===== src/rtl/rvv_pkg.sv =====
// Shared definitions for the vector register file write path: widths,
// LMUL encoding and the write-arbiter state type.
package rvv_pkg;

    localparam int VLEN_DEFAULT = 128;

    // LMUL is carried as log2 of the register group size.
    localparam logic [1:0] LMUL_M1 = 2'd0;
    localparam logic [1:0] LMUL_M2 = 2'd1;
    localparam logic [1:0] LMUL_M4 = 2'd2;
    localparam logic [1:0] LMUL_M8 = 2'd3;

    typedef enum logic {
        ST_IDLE  = 1'b0,
        ST_BURST = 1'b1
    } arb_state_t;

    function automatic int vlenb_of(input int vlen);
        return vlen / 8;
    endfunction

    function automatic int nbw_of(input int vlen);
        return $clog2(8 * vlenb_of(vlen) + 1);
    endfunction

endpackage


===== src/rtl/rvv_vregs_wr_arb_if.sv =====
// Requester handshake and register-file write port of the vector register
// write arbiter; requesters drive through master, the arbiter sits on slave.
interface rvv_vregs_wr_arb_if
    import rvv_pkg::*;
#(
    parameter int VLEN = VLEN_DEFAULT
);
    localparam int VLENB = vlenb_of(VLEN);
    localparam int NBW   = nbw_of(VLEN);

    logic [1:0]        req_valid;
    logic [1:0]        req_ready;
    logic [9:0]        req_vd;
    logic [3:0]        req_lmul;
    logic [2*NBW-1:0]  req_nbytes;
    logic [1:0]        beat_valid;
    logic [1:0]        beat_ready;
    logic [2*VLEN-1:0] beat_data;
    logic [4:0]        vr_waddr;
    logic [VLENB-1:0]  vr_wstrb;
    logic [VLEN-1:0]   vr_wdata;

    modport master (
        output req_valid, req_vd, req_lmul, req_nbytes, beat_valid, beat_data,
        input  req_ready, beat_ready, vr_waddr, vr_wstrb, vr_wdata
    );

    modport slave (
        input  req_valid, req_vd, req_lmul, req_nbytes, beat_valid, beat_data,
        output req_ready, beat_ready, vr_waddr, vr_wstrb, vr_wdata
    );

endinterface


===== src/rtl/rvv_byte_mask.sv =====
// Thermometer byte strobe: the low min(count, VLENB) bits of mask are set.
module rvv_byte_mask #(
    parameter int VLENB = 16,
    parameter int CW    = 8
) (
    input  logic [CW-1:0]    count,
    output logic [VLENB-1:0] mask
);

    always_comb begin
        // NOTE: a default before the loop keeps every bit assigned on every path, so no latch is inferred.
        mask = '0;
        for (int i = 0; i < VLENB; i++) begin
            mask[i] = (count > CW'(i));
        end
    end

endmodule


===== src/rtl/rvv_vregs_wr_arb.sv =====
// Two-requester write arbiter for the vector register file: grants one LMUL
// register group at a time and turns its beats into strobed register writes.
module rvv_vregs_wr_arb
    import rvv_pkg::*;
#(
    parameter int VLEN = VLEN_DEFAULT
) (
    input  logic              clk,
    input  logic              reset,
    rvv_vregs_wr_arb_if.slave bus,
    output logic              busy,
    output logic [1:0]        done,
    output logic [1:0]        err
);

    localparam int VLENB = vlenb_of(VLEN);
    localparam int NBW   = nbw_of(VLEN);

    arb_state_t     state;
    logic           rr_ptr;
    logic           gnt_q;
    logic [4:0]     vd_q;
    logic [2:0]     idx_q;
    logic [2:0]     last_idx_q;
    logic [NBW-1:0] rem_q;

    logic           any_req;
    logic           gsel;
    logic           hdr_fire;
    logic [4:0]     hdr_vd;
    logic [1:0]     hdr_lmul;
    logic [NBW-1:0] hdr_nbytes;
    logic [3:0]     hdr_beats;
    logic [NBW-1:0] hdr_cap;
    logic [NBW-1:0] hdr_rem;
    logic           hdr_misaligned;
    logic           beat_fire;
    logic [NBW-1:0] take;
    logic [VLENB-1:0] beat_strb;
    logic [VLEN-1:0]  beat_payload;

    // Header selection: the round-robin pointer wins ties, otherwise whoever is valid.
    always_comb begin
        any_req    = |bus.req_valid;
        gsel       = bus.req_valid[rr_ptr] ? rr_ptr : ~rr_ptr;
        hdr_fire   = (state == ST_IDLE) && any_req;
        hdr_vd     = gsel ? bus.req_vd[9:5]   : bus.req_vd[4:0];
        hdr_lmul   = gsel ? bus.req_lmul[3:2] : bus.req_lmul[1:0];
        hdr_nbytes = gsel ? bus.req_nbytes[2*NBW-1:NBW] : bus.req_nbytes[NBW-1:0];

        unique case (hdr_lmul)
            LMUL_M1: hdr_beats = 4'd1;
            LMUL_M2: hdr_beats = 4'd2;
            LMUL_M4: hdr_beats = 4'd4;
            LMUL_M8: hdr_beats = 4'd8;
        endcase

        hdr_cap        = NBW'(VLENB) << hdr_lmul;
        hdr_rem        = (hdr_nbytes > hdr_cap) ? hdr_cap : hdr_nbytes;
        hdr_misaligned = (hdr_vd[3:0] & (hdr_beats - 4'd1)) != 4'd0;

        bus.req_ready = 2'b00;
        if (hdr_fire && !reset) begin
            bus.req_ready[gsel] = 1'b1;
        end

        bus.beat_ready = 2'b00;
        if (state == ST_BURST) begin
            bus.beat_ready[gnt_q] = 1'b1;
        end

        beat_fire    = (state == ST_BURST) && bus.beat_valid[gnt_q];
        beat_payload = gnt_q ? bus.beat_data[2*VLEN-1:VLEN] : bus.beat_data[VLEN-1:0];
        take         = (rem_q > NBW'(VLENB)) ? NBW'(VLENB) : rem_q;
    end

    rvv_byte_mask #(
        .VLENB (VLENB),
        .CW    (NBW)
    ) u_byte_mask (
        .count (rem_q),
        .mask  (beat_strb)
    );

    assign busy = (state == ST_BURST);

    always_ff @(posedge clk or posedge reset) begin
        if (reset) begin
            state        <= ST_IDLE;
            rr_ptr       <= 1'b0;
            gnt_q        <= 1'b0;
            vd_q         <= '0;
            idx_q        <= '0;
            last_idx_q   <= '0;
            rem_q        <= '0;
            bus.vr_waddr <= '0;
            bus.vr_wstrb <= '0;
            bus.vr_wdata <= '0;
            done         <= '0;
            err          <= '0;
        end else begin
            // NOTE: sequential state uses non-blocking assignments only, so every reader sees the pre-edge value.
            done         <= '0;
            err          <= '0;
            bus.vr_wstrb <= '0;

            unique case (state)
                ST_IDLE: begin
                    if (hdr_fire) begin
                        gnt_q      <= gsel;
                        vd_q       <= hdr_vd;
                        last_idx_q <= 3'(hdr_beats - 4'd1);
                        rem_q      <= hdr_rem;
                        idx_q      <= '0;
                        if (hdr_misaligned) begin
                            err[gsel] <= 1'b1;
                            rr_ptr    <= ~gsel;
                        end else begin
                            state <= ST_BURST;
                        end
                    end
                end

                ST_BURST: begin
                    if (beat_fire) begin
                        // Once rem reaches zero the mask is empty: tail registers stay undisturbed.
                        bus.vr_waddr <= vd_q + 5'(idx_q);
                        bus.vr_wdata <= beat_payload;
                        bus.vr_wstrb <= beat_strb;
                        rem_q        <= rem_q - take;
                        idx_q        <= idx_q + 3'd1;
                        if (idx_q == last_idx_q) begin
                            done[gnt_q] <= 1'b1;
                            rr_ptr      <= ~gnt_q;
                            state       <= ST_IDLE;
                        end
                    end
                end

                default: state <= ST_IDLE;
            endcase
        end
    end

endmodule

===== src/flat_wrapper.sv =====
// flat-port wrapper written by rule: the top's interface ports become plain ports
module rvv_vregs_wr_arb_flat import rvv_pkg::*;
#(
    parameter int VLEN = VLEN_DEFAULT
)
  (clk, reset, busy, done, err, bus_req_valid, bus_req_vd, bus_req_lmul, bus_req_nbytes, bus_beat_valid, bus_beat_data, bus_req_ready, bus_beat_ready, bus_vr_waddr, bus_vr_wstrb, bus_vr_wdata);
  rvv_vregs_wr_arb_if #(.VLEN(VLEN)) bus_i ();
  input  logic clk;
  input  logic reset;
  output logic busy;
  output logic [1:0] done;
  output logic [1:0] err;
  input wire logic [$bits(bus_i.req_valid)-1:0] bus_req_valid;
  input wire logic [$bits(bus_i.req_vd)-1:0] bus_req_vd;
  input wire logic [$bits(bus_i.req_lmul)-1:0] bus_req_lmul;
  input wire logic [$bits(bus_i.req_nbytes)-1:0] bus_req_nbytes;
  input wire logic [$bits(bus_i.beat_valid)-1:0] bus_beat_valid;
  input wire logic [$bits(bus_i.beat_data)-1:0] bus_beat_data;
  output wire logic [$bits(bus_i.req_ready)-1:0] bus_req_ready;
  output wire logic [$bits(bus_i.beat_ready)-1:0] bus_beat_ready;
  output wire logic [$bits(bus_i.vr_waddr)-1:0] bus_vr_waddr;
  output wire logic [$bits(bus_i.vr_wstrb)-1:0] bus_vr_wstrb;
  output wire logic [$bits(bus_i.vr_wdata)-1:0] bus_vr_wdata;
  assign bus_i.req_valid = bus_req_valid;
  assign bus_i.req_vd = bus_req_vd;
  assign bus_i.req_lmul = bus_req_lmul;
  assign bus_i.req_nbytes = bus_req_nbytes;
  assign bus_i.beat_valid = bus_beat_valid;
  assign bus_i.beat_data = bus_beat_data;
  assign bus_req_ready = bus_i.req_ready;
  assign bus_beat_ready = bus_i.beat_ready;
  assign bus_vr_waddr = bus_i.vr_waddr;
  assign bus_vr_wstrb = bus_i.vr_wstrb;
  assign bus_vr_wdata = bus_i.vr_wdata;
  rvv_vregs_wr_arb #(.VLEN(VLEN)) u_core (.clk(clk), .reset(reset), .bus(bus_i), .busy(busy), .done(done), .err(err));
endmodule

===== config.mk =====
export PLATFORM = sky130hd
export DESIGN_NAME = rvv_vregs_wr_arb_flat
export DESIGN_NICKNAME = d
export VERILOG_FILES = /design/src/rtl/rvv_pkg.sv /design/src/rtl/rvv_vregs_wr_arb_if.sv /design/src/rtl/rvv_byte_mask.sv /design/src/rtl/rvv_vregs_wr_arb.sv /design/src/flat_wrapper.sv
export SDC_FILE = /design/constraint.sdc
export NUM_CORES = 1
export LEC_CHECK = 0
export ABC_AREA = 0
export BUFFER_PORTS_ARGS = -buffer_cell sky130_fd_sc_hd__buf_2
export CORE_AREA = 4 4 174 176
export CTS_CLUSTER_DIAMETER = 30
export CTS_CLUSTER_SIZE = 10
export DETAILED_ROUTE_END_ITERATION = 8
export DIE_AREA = 0 0 178 180
export GPL_ROUTABILITY_DRIVEN = 0
export GPL_TIMING_DRIVEN = 0
export PLACE_DENSITY = 0.64
export SETUP_SLACK_MARGIN = 0.5
export SLEW_MARGIN = 10
export SYNTH_ARGS = -nofsm -noshare
export SYNTH_HDL_FRONTEND = slang
export SYNTH_SLANG_ARGS = --single-unit

===== constraint.sdc =====
create_clock -name clk -period 7.1 [get_ports clk]
set_input_delay 0.71 -clock clk [delete_from_list [all_inputs] [get_ports clk]]
set_output_delay 0.71 -clock clk [all_outputs]
set_load 0.02 [all_outputs]

[After elaboration in Yosys (flattened, before gate mapping)]
Cells that the tools add are included.
W data, S select, Z words.
Cells by class
  shift-type cells: 1
  add/sub/neg operators: 4
  reductions and logical operators: 13
  muxes and demuxes: 42
  eq/ne operators: 8
  order comparisons: 23
  bitwise logic cells: 5
Operator list (number)
  $mux W128: 1
  $gt A8 B4 Y1 const B: 8
  $mux W8: 5
  $gt A8 B3 Y1 const B: 4
  $mux W16: 2
  $mux W2: 9
  $gt A8 B1 Y1 const B: 2
  $gt A8 B2 Y1 const B: 2
  $pmux W4 S4: 1
  $pmux W8 S2: 1
  $mux W1: 15
  $gt A8 B5 Y1 const B: 1
  $gt A8 B8 Y1: 1
  $shl A5 B2 Y8 const A: 1
  $sub A8 B8 Y8: 1
  $lt A1 B2 Y1 const B: 3
  $mux W3: 2
  $pmux W3 S2: 1
  $reduce_and A2 Y1: 3
  $add A5 B3 Y5: 1
  $logic_and A1 B1 Y1: 5
  $mux W5: 1
  $and A4 B4 Y4: 1
  $eq A2 B2 Y1 const B: 2
  other kinds (15): 23
Word-level totals
  input port bits: 292
  output and inout port bits: 158
  logic and storage cells: 108
  bits in registers: 175

[Logic depth before layout (Yosys ltp)]
Gate-level depths: netlist of the first run.
  depth after elaboration: 12
  depth in mapped cells: 11
  mapped depth without buffers: 10

[Cells and area by module]
Synthesis of the first run repeated with hierarchy kept, for this count alone.
Unflattened totals
  cells, all modules: 858
  area total of the unflattened synthesis: 8559.5 um^2
By module, submodules not included
  rvv_vregs_wr_arb: cells each 826, times used 1, area an instance 8391.8 um^2, seq. area each 4379.2 um^2
  rvv_byte_mask: cells each 32, times used 1, area an instance 167.7 um^2, seq. area each 0.0 um^2

[Worst setup path after synthesis of the first run]
No wires, ideal clock.
  path kind: input to output
  start point: input port reset
  end point: output port bus_req_ready[0]
  buffers on the path: 0
  setup slack: 1.498 ns
  stages on the path: 2
  required time: 6.390 ns
  arrival time: 4.892 ns
  path through: inv_1 -> and2_1
Between the ends
  longest elaborated chain between the ends: 3
Ends and longest elaborated chain
  start: declaration: line flat_wrapper.sv:9  | input logic reset;
  $logic_not A1 Y1: line rvv_vregs_wr_arb.sv:63  | if (hdr_fire && !reset) begin
  $logic_and A1 B1 Y1: line rvv_vregs_wr_arb.sv:63
  $mux W2: line rvv_vregs_wr_arb.sv:63
  end: declaration: line flat_wrapper.sv:19  | output wire logic [$bits(bus_i.req_ready)-1:0] bus_req_ready;
No other way between the ends.

[Worst setup path in the final report of the first run]
  start point: register u_core.rr_ptr
  end point: register u_core.rem_q[1]
Between the ends
  longest elaborated chain between the ends: 9
  elaborated cells on any way between the ends: 11
  classes of those cells: order compare: 1; shift: 1; mux: 8; bitwise: 1
Ends and longest elaborated chain
  start: declaration: line rvv_vregs_wr_arb.sv:20  | logic rr_ptr;
  start signal: assignment: line rvv_vregs_wr_arb.sv:117  | rr_ptr <= ~gsel;
  start signal: assignment: line rvv_vregs_wr_arb.sv:134  | rr_ptr <= ~gnt_q;
  $mux W1 (not written as such) (2 in a row): line rvv_vregs_wr_arb.sv:45  | gsel = bus.req_valid[rr_ptr] ? rr_ptr : ~rr_ptr;
  $mux W1 *: line rvv_vregs_wr_arb.sv:45
  $mux W2: line rvv_vregs_wr_arb.sv:48  | hdr_lmul = gsel ? bus.req_lmul[3:2] : bus.req_lmul[1:0];
  $shl A5 B2 Y8: line rvv_vregs_wr_arb.sv:58  | hdr_cap = NBW'(VLENB) << hdr_lmul;
  $gt A8 B8 Y1: line rvv_vregs_wr_arb.sv:59  | hdr_rem = (hdr_nbytes > hdr_cap) ? hdr_cap : hdr_nbytes;
  $mux W8 *: line rvv_vregs_wr_arb.sv:59
  $mux W8 *: line rvv_vregs_wr_arb.sv:109  | if (hdr_fire) begin
  $pmux W8 S2 *: line rvv_vregs_wr_arb.sv:107  | unique case (state)
  end signal: assignment: line rvv_vregs_wr_arb.sv:113  | rem_q <= hdr_rem;
  end signal: assignment: line rvv_vregs_wr_arb.sv:130  | rem_q <= rem_q - take;
  end: declaration: line rvv_vregs_wr_arb.sv:25  | logic [NBW-1:0] rem_q;
Every way passes the cells marked *; elsewhere a longest branch is shown, timed or not. The select of a mux whose other input is x is not followed.
A chain may end at the register's enable or synchronous reset.

==> results of run 1 <==
cells in the final DEF (no fill, tap or decap), types with 3 or more instances in the layout:
cell type and instances:
buf_4 8, a21oi_1 18, nand3_1 7, nor2b_1 3, mux2i_1 139, a22oi_1 4
clkbuf_16 17, ha_1 9, nand2_1 159, clkbuf_1 34, inv_6 3, nor3_1 11
inv_1 10, buf_2 461, o221ai_1 3, nand4_1 3, inv_8 5, xor2_1 4
o21ai_0 145, dfrtp_1 175, o31ai_1 3, mux2_2 5, clkinv_4 3, o21ai_1 4
xnor2_1 3, or3_1 3, nor4_1 3, and2_1 3, buf_6 3, a221oi_1 4
nor2_1 19
stage by stage:
stage | utilization | setup TNS, ns | cells | hold WS (ns) | area (µm²)
floorplan | - | 0 | 829 | 0.454 | 8410
global placement | 0.389 | -87.16 | 1662 | 0.457 | 11100
detailed placement | 0.390 | 0 | 1663 | 0.462 | 11200
CTS | 0.411 | 0 | 1695 | 0.380 | 11800
global route | 0.411 | 0 | 1695 | 0.368 | 11800
finish | 0.411 | 0 | 1695 | 0.337 | 11800
cell families (layout without fill, tap and decap cells):
kind of cell	Yosys count	count (layout)
AND/OR/NAND/NOR	223	223
AO/OA/AOI/OAI	199	199
multiplexers	145	145
flip-flops	175	175
XOR/XNOR	7	7
adder cells (fa/ha/maj)	10	10
buffers and inverters	69	551
other	1	1
sequential cells by signal, indices dropped and copies added (netlist names):
register and count:
u_core.bus.vr_wstrb 16, u_core.idx_q 3, u_core.busy 1, u_core.done 2
u_core.bus.vr_wdata 128, u_core.err 2, u_core.last_idx_q 3, u_core.bus.vr_waddr 5
u_core.gnt_q 1, u_core.vd_q 5, u_core.rr_ptr 1, u_core.rem_q 8
worst paths after layout:
| path | endpoint | startpoint | cells after the start |
|---|---|---|---|
| worst min register to register | u_core.bus.vr_waddr[0] | u_core.bus.vr_waddr[0] | 2 |
| worst max register to register | u_core.rem_q[1] | u_core.rr_ptr | 10 |
| worst max-delay path | u_core.rem_q[1] | u_core.rr_ptr | 10 |
| worst min-delay path | u_core.err[0] | reset | 2 |
| max in group asynchronous | u_core.bus.vr_wdata[69] | reset | 3 |
| min in group clk | u_core.bus.vr_waddr[0] | u_core.bus.vr_waddr[0] | 2 |
power breakdown:
part	switching [µW]	internal, µW	total (µW)
sequential	258	1480	1730
clock	447	504	951
combinational	1880	1020	2900
metal layers:
metal | vias up | track usage | part of all wire | routed length (µm)
li1 | 3828 | - | - | -
met1 | 3826 | 0.241 | 0.42 | 12900
met2 | 260 | 0.328 | 0.51 | 15800
met3 | 25 | 0.0309 | 0.061 | 1900
met4 | 0 | 0.0350 | 0.012 | 360
met5 | - | 0 | 0 | 0
critical path: cells and delay by family (launching register included):
kind | cells | cell delay, ns
compound gates | 4 | 0.69
fa+ha+maj | 1 | 0.31
buf+inv | 1 | 0.15
flops | 1 | 0.44
mux | 1 | 0.42
simple gates | 3 | 1.00
area by class of cell:
type / count / share of cell area
inverter: 11 / 0.00415
multi-input combinational: 585 / 0.315
clock inverter: 15 / 0.0147
timing repair buffer: 450 / 0.193
buffer: 58 / 0.0242
clock buffer: 17 / 0.0361
tap: 384 / 0.0408
sequential: 175 / 0.372
==> impl_metrics.ini, run 1 <==
[synthesis]
synth.largest_area_cell = dfrtp_1
yosys_warnings = 0
synth.area.mux_share = 0.174
netlist_instances = 829
synth_top_family_by_area = multiplexers
synth.most_common_cell = dfrtp_1
synthTopCellsByArea = dfrtp_1 52%, mux2i_1 17%, o21ai_0 8.6%
synthAdderAreaFrac = 0.0158
synth-main-ff-cell = dfrtp_1
synthArstFlopShare = 1.00
synthesis.area_um2 = 8410
synth_compound_area_frac = 0.130
ys_top_cells_by_count = 175 x dfrtp_1, 159 x nand2_1, 145 x o21ai_0, 139 x mux2i_1, 34 x clkbuf_1
synth_seq_area_share = 0.521
syn_nets = 1131
synthDistinctLibCells = 53
synthSimpleGateAreaFrac = 0.112
synth_xor_area_frac = 0.00729
synth_edf_count = 0
yosysTopAreaCellShare = 0.521
synth-seq-cells = 175
syn_avg_cell_area_um2 = 10.1

[grt]
gr-usage-all-layers = 0.186
grt_pass1_wl_um = 46400
antenna_found_initial = 1
grt_max_degree = 102
grt_pass1_vias = 8114
grt_remaining_overflow = 0

[final_layout]
fillers = 2879
drive_gt1_frac = 0.396
fin_nets = 1600
diodes = 0
multi_input_area_um2 = 3700
areaGrowthSynthToFinish_pct = 40.0
register_area_um2 = 4380

[clock_network]
clk_pin_slew_ns = 0.07
ctsRootBufferMaster = clkbuf_16
htreeDepth = 4
cts_sinks = 175
clk_latency_ns = 0.42
clockBufferDepth = 2
cts_tree = yes
postCtsSetupBuffers = 0
cts_buffers = 17
cts_hold_buf = 0
cts.repair.resized = 0

[placed_design]
pre_cts_ws_ns = 3.62
port-buffer-count = 449
hpwl_um = 24600

[run]
maxCapViolations = 0

[timing]
max_freq_mhz = 324
min_period_ns = 3.09
period_share = 0.435
drv_slew = 0
setup_violations = 0
slew_headroom = 0.265
rsz0062_at_grt = no
timing.final.ws_setup_ns = 4.01
fin_skew_ns = 0.00735
final_hold_viol_count = 0
worst_pin_slew_ns = 1.10

[die]
rows = 62
die_w_um = 178
ios = 450
core_um2 = 28600
die_height_um = 180
die-area_um2 = 32000
start_util = 0.294

[critical_path]
critPathRequiredTime_ns = 7.44
cp_slowest_cell = dfrtp_1
end_kind = flop
ff2ff_setup_slack_ns = 4.01
timing.critical_path.slowest_cell_delay_ns = 0.44
path_cells = and2b_2 > nor2_1 > mux2_2 > ha_1 > a31oi_1 > o221ai_1 > o41a_1 > buf_6 > or3_1 > a21oi_1
path_class = flop to flop
crit_path_start_kind = flop
crit_path_max_fanout = 9
crit_arrival_ns = 3.43

[route]
routedWlPerCell_um = 18.3
drt_iter0_markers = 398
postRouteWirelength_um = 31000
routed_via_density = 4.68
drtPass1Iterations = 5
drc = 0
ant_nets = 0
num_vias = 7939

[pwr]
p_leak_uw = 0.00637
vdd_drop_max_mv = 0.188
fin_total_pwr_uw = 5580
power_per_cell_area_nw_per_um2 = 474

[worst_hold_path]
hold_path_class = primary input to async pin

[status]
status = completed
Power figures use the tool's default switching activity.
==> run 2, diff against run 1 <==
- ABC_AREA: 0 -> 1
- CORE_AREA: 4 4 174 176 -> 4 4 171 173
- DIE_AREA: 0 0 178 180 -> 0 0 175 177
- PLACE_DENSITY: 0.64 -> 0.68
- clock period: 7.1 -> 2.7 ns (I/O delays scaled with it)
==> run 2 against run 1 <==
Clock power grew to 2.6 times the previous value. Critical path depth is 4 higher. Critical endpoint is now u_core.rem_q[3]. Clock-buffer cell count is 3 higher. Maximum frequency is 28% higher. Area after synthesis is 0.61% lower. Largest power group unchanged. First-iteration DRC count is 31% higher. Flip-flop and latch count stayed put.
==> impl_metrics.ini, run 2 <==
[final_layout]
layout_common_cells = 466 x buf_2, 330 x nand2_1, 175 x dfrtp_1
drive_gt1_frac = 0.387
fin_cells = 1901
layout_commonest_cell = buf_2
largest_reg_flops = 128
diodes = 0
largest-register = u_core.bus.vr_wdata
areaGrowthSynthToFinish_pct = 43.9
top_regs = u_core.bus.vr_wdata (128), u_core.bus.vr_wstrb (16), u_core.rem_q (8)
fin_nets = 1812

[timing]
fin_skew_ns = 0.0163
tns_ns = 0
setup_violations = 0
rsz0062_at_grt = yes
final_hold_viol_count = 0
slew_headroom = 0.448
max_freq_mhz = 416
period_share = 0.889
min_period_ns = 2.40
worst_pin_slew_ns = 0.828
drv_slew = 0

[grt]
grt_remaining_overflow = 0
antenna_found_initial = 0
grt_pass1_wl_um = 49400
grt_pass1_vias = 8914
grt_max_degree = 37
gr-usage-all-layers = 0.202

[route]
drt_iter0_markers = 520
num_vias = 9133
ant_nets = 0
drtPass1Iterations = 7
postRouteWirelength_um = 33000
drc = 0
routed_via_density = 4.80
routedWlPerCell_um = 17.4

[worst_hold_path]
whs_path_depth = 3
holdPathEnd = u_core.bus.vr_wdata[51]
min_from = bus_beat_data[51]
hold_path_class = primary input to flop

[synthesis]
syn_avg_cell_area_um2 = 8.18
synthDistinctLibCells = 39
synth.largest_area_cell = dfrtp_1
synthesis.area_um2 = 8360
synth_edf_count = 0
synthArstFlopShare = 1.00
synthTopCellsByArea = dfrtp_1 52%, nand2_1 15%, a31oi_1 9.9%
synth-main-ff-cell = dfrtp_1
synth_seq_area_share = 0.524
ys_top_cells_by_count = 335 x nand2_1, 175 x dfrtp_1, 152 x nor2_1, 132 x a31oi_1, 36 x inv_1
synth-seq-cells = 175
syn_nets = 1324
netlist_instances = 1022
synth.most_common_cell = nand2_1
yosysTopAreaCellShare = 0.524
yosys_warnings = 0

[critical_path]
ff2ff_setup_slack_ns = 0.30
end_kind = flop
critPathRequiredTime_ns = 3.04
reg2reg_to = u_core.rem_q[3]
path_class = flop to flop
crit_arrival_ns = 2.75
cp_common_cell = nand2_4
cp_slowest_cell = dfrtp_1
crit_path_start_kind = flop
r2r_cells = 14
path_cells = inv_2 > nand2_4 > nand2_8 > nand2_4 > o21ai_4 > or2_4 > ha_4 > nand4_1 > nor2_2 > nand3_2 > nand2_4 > buf_6 > nand3_2 > a22oi_2
crit_path_max_fanout = 7
timing.critical_path.slowest_cell_delay_ns = 0.43
r2r_start = u_core.rr_ptr

[pwr]
switching_share = 0.484
switchingPower_uw = 7780
vdd_drop_max_mv = 0.406
combinationalPowerShare = 0.551
p_leak_uw = 0.00612
seq_power_share = 0.291
power_per_cell_area_nw_per_um2 = 1340
pwr-share-clk = 0.157
internal_power_uw = 8280

[die]
die-area_um2 = 31000
start_util = 0.302
die_w_um = 175
ios = 450
rows = 61
die_height_um = 177
core_um2 = 27600

[placed_design]
port-buffer-count = 449
hpwl_um = 25500
dp_cells = 1854

[run]
maxCapViolations = 0

[clock_network]
htreeDepth = 4
clockBufferDepth = 2
cts_sinks = 175
cts_tree = yes
clk_pin_slew_ns = 0.08
ctsRootBufferMaster = clkbuf_16
clk_latency_ns = 0.42
cts_buffers = 17

[status]
status = completed
-- run 2: changes by cell type in the layout (fill, tap and decap cells not counted), sizes merged, moves of 6 or more --
cell	change
a31oi	+131
buf	+28
inv	+29
mux2	-6
mux2i	-139
nand2	+186
nand3	+11
nor2	+138
nor3	-7
o21ai	-119
-- run 2: area by class of cell --
cell class	instances	area, µm²
Buffer	63	337
Clock buffer	20	467
Clock inverter	12	121
Fill cell	2839	15600
Inverter	43	165
Multi-Input combinational cell	741	3610
Sequential cell	175	4380
Tap cell	378	473
Timing Repair Buffer	469	2470
-- run 2: per-layer routing --
layer	track usage	up-vias	share of wire	wire [µm]
li1	-	4353	-	-
met1	0.259	4283	0.41	13700
met2	0.344	452	0.49	16200
met3	0.0436	45	0.073	2410
met4	0.0635	0	0.024	800
met5	0	-	0	0
-- run 2: cell families after synthesis --
logic type	after synthesis	share of synthesized area
xor+xnor	7	0.00734
buf+inv	106	0.0584
compound gates	190	0.140
fa+ha+maj	10	0.0159
simple gates	533	0.253
other cells	1	0.000449
flops	175	0.524
-- run 2: what timing repair did --
item                                    4_1_cts  5_1_grt
pin swaps                                    14        6
endpoints found under the setup margin      108       38
hold buffers                                  1        0
resized for setup                            21       11
setup buffers                                 9        5
gates cloned                                  0        0
hold endpoints to repair                     19        0
-- run 2: worst max path at each step --
stage	from	endpoint	slack, ns	depth (start not counted)
detailed placement	u_core.rr_ptr	u_core.rem_q[4]	0.18	13
global route	u_core.rr_ptr	u_core.rem_q[3]	0.19	14
floorplan	reset	u_core.bus.vr_waddr[0]	0.19	1
global placement	reset	u_core.bus.vr_wdata[69]	-1.04	2
CTS	u_core.busy	bus_req_ready[0]	0.34	5
finish	u_core.rr_ptr	u_core.rem_q[3]	0.30	14
-- run 2: stage by stage --
step	hold WS [ns]	cell area [µm²]	setup slack [ns]	total power, µW	util
floorplan	0.420	8390	0.191	10100	-
global placement	0.455	11100	-1.04	13100	0.402
detailed placement	0.355	11200	0.176	13300	0.406
CTS	0.0763	12000	0.343	16100	0.433
global route	0.0798	12000	0.194	17200	0.435
finish	0.0962	12000	0.298	16100	0.435
-- run 2: critical path: cells and delay by family, from the launching register on --
| kind | cells | cell delay [ns] |
|---|---|---|
| flops | 1 | 0.43 |
| simple gates | 9 | 1.21 |
| buf+inv | 2 | 0.20 |
| compound gates | 2 | 0.22 |
| fa+ha+maj | 1 | 0.26 |
-- run 2: power groups by stage --
stage                     registers [µW]  clock network (µW)  logic, µW
final                               4680                2520       8860
after global routing                4820                2700       9700
after CTS                           4660                2590       8850
after detailed placement            4690                   0       8620
after global placement              4670                   0       8450
after floorplan                     6040                   0       4090
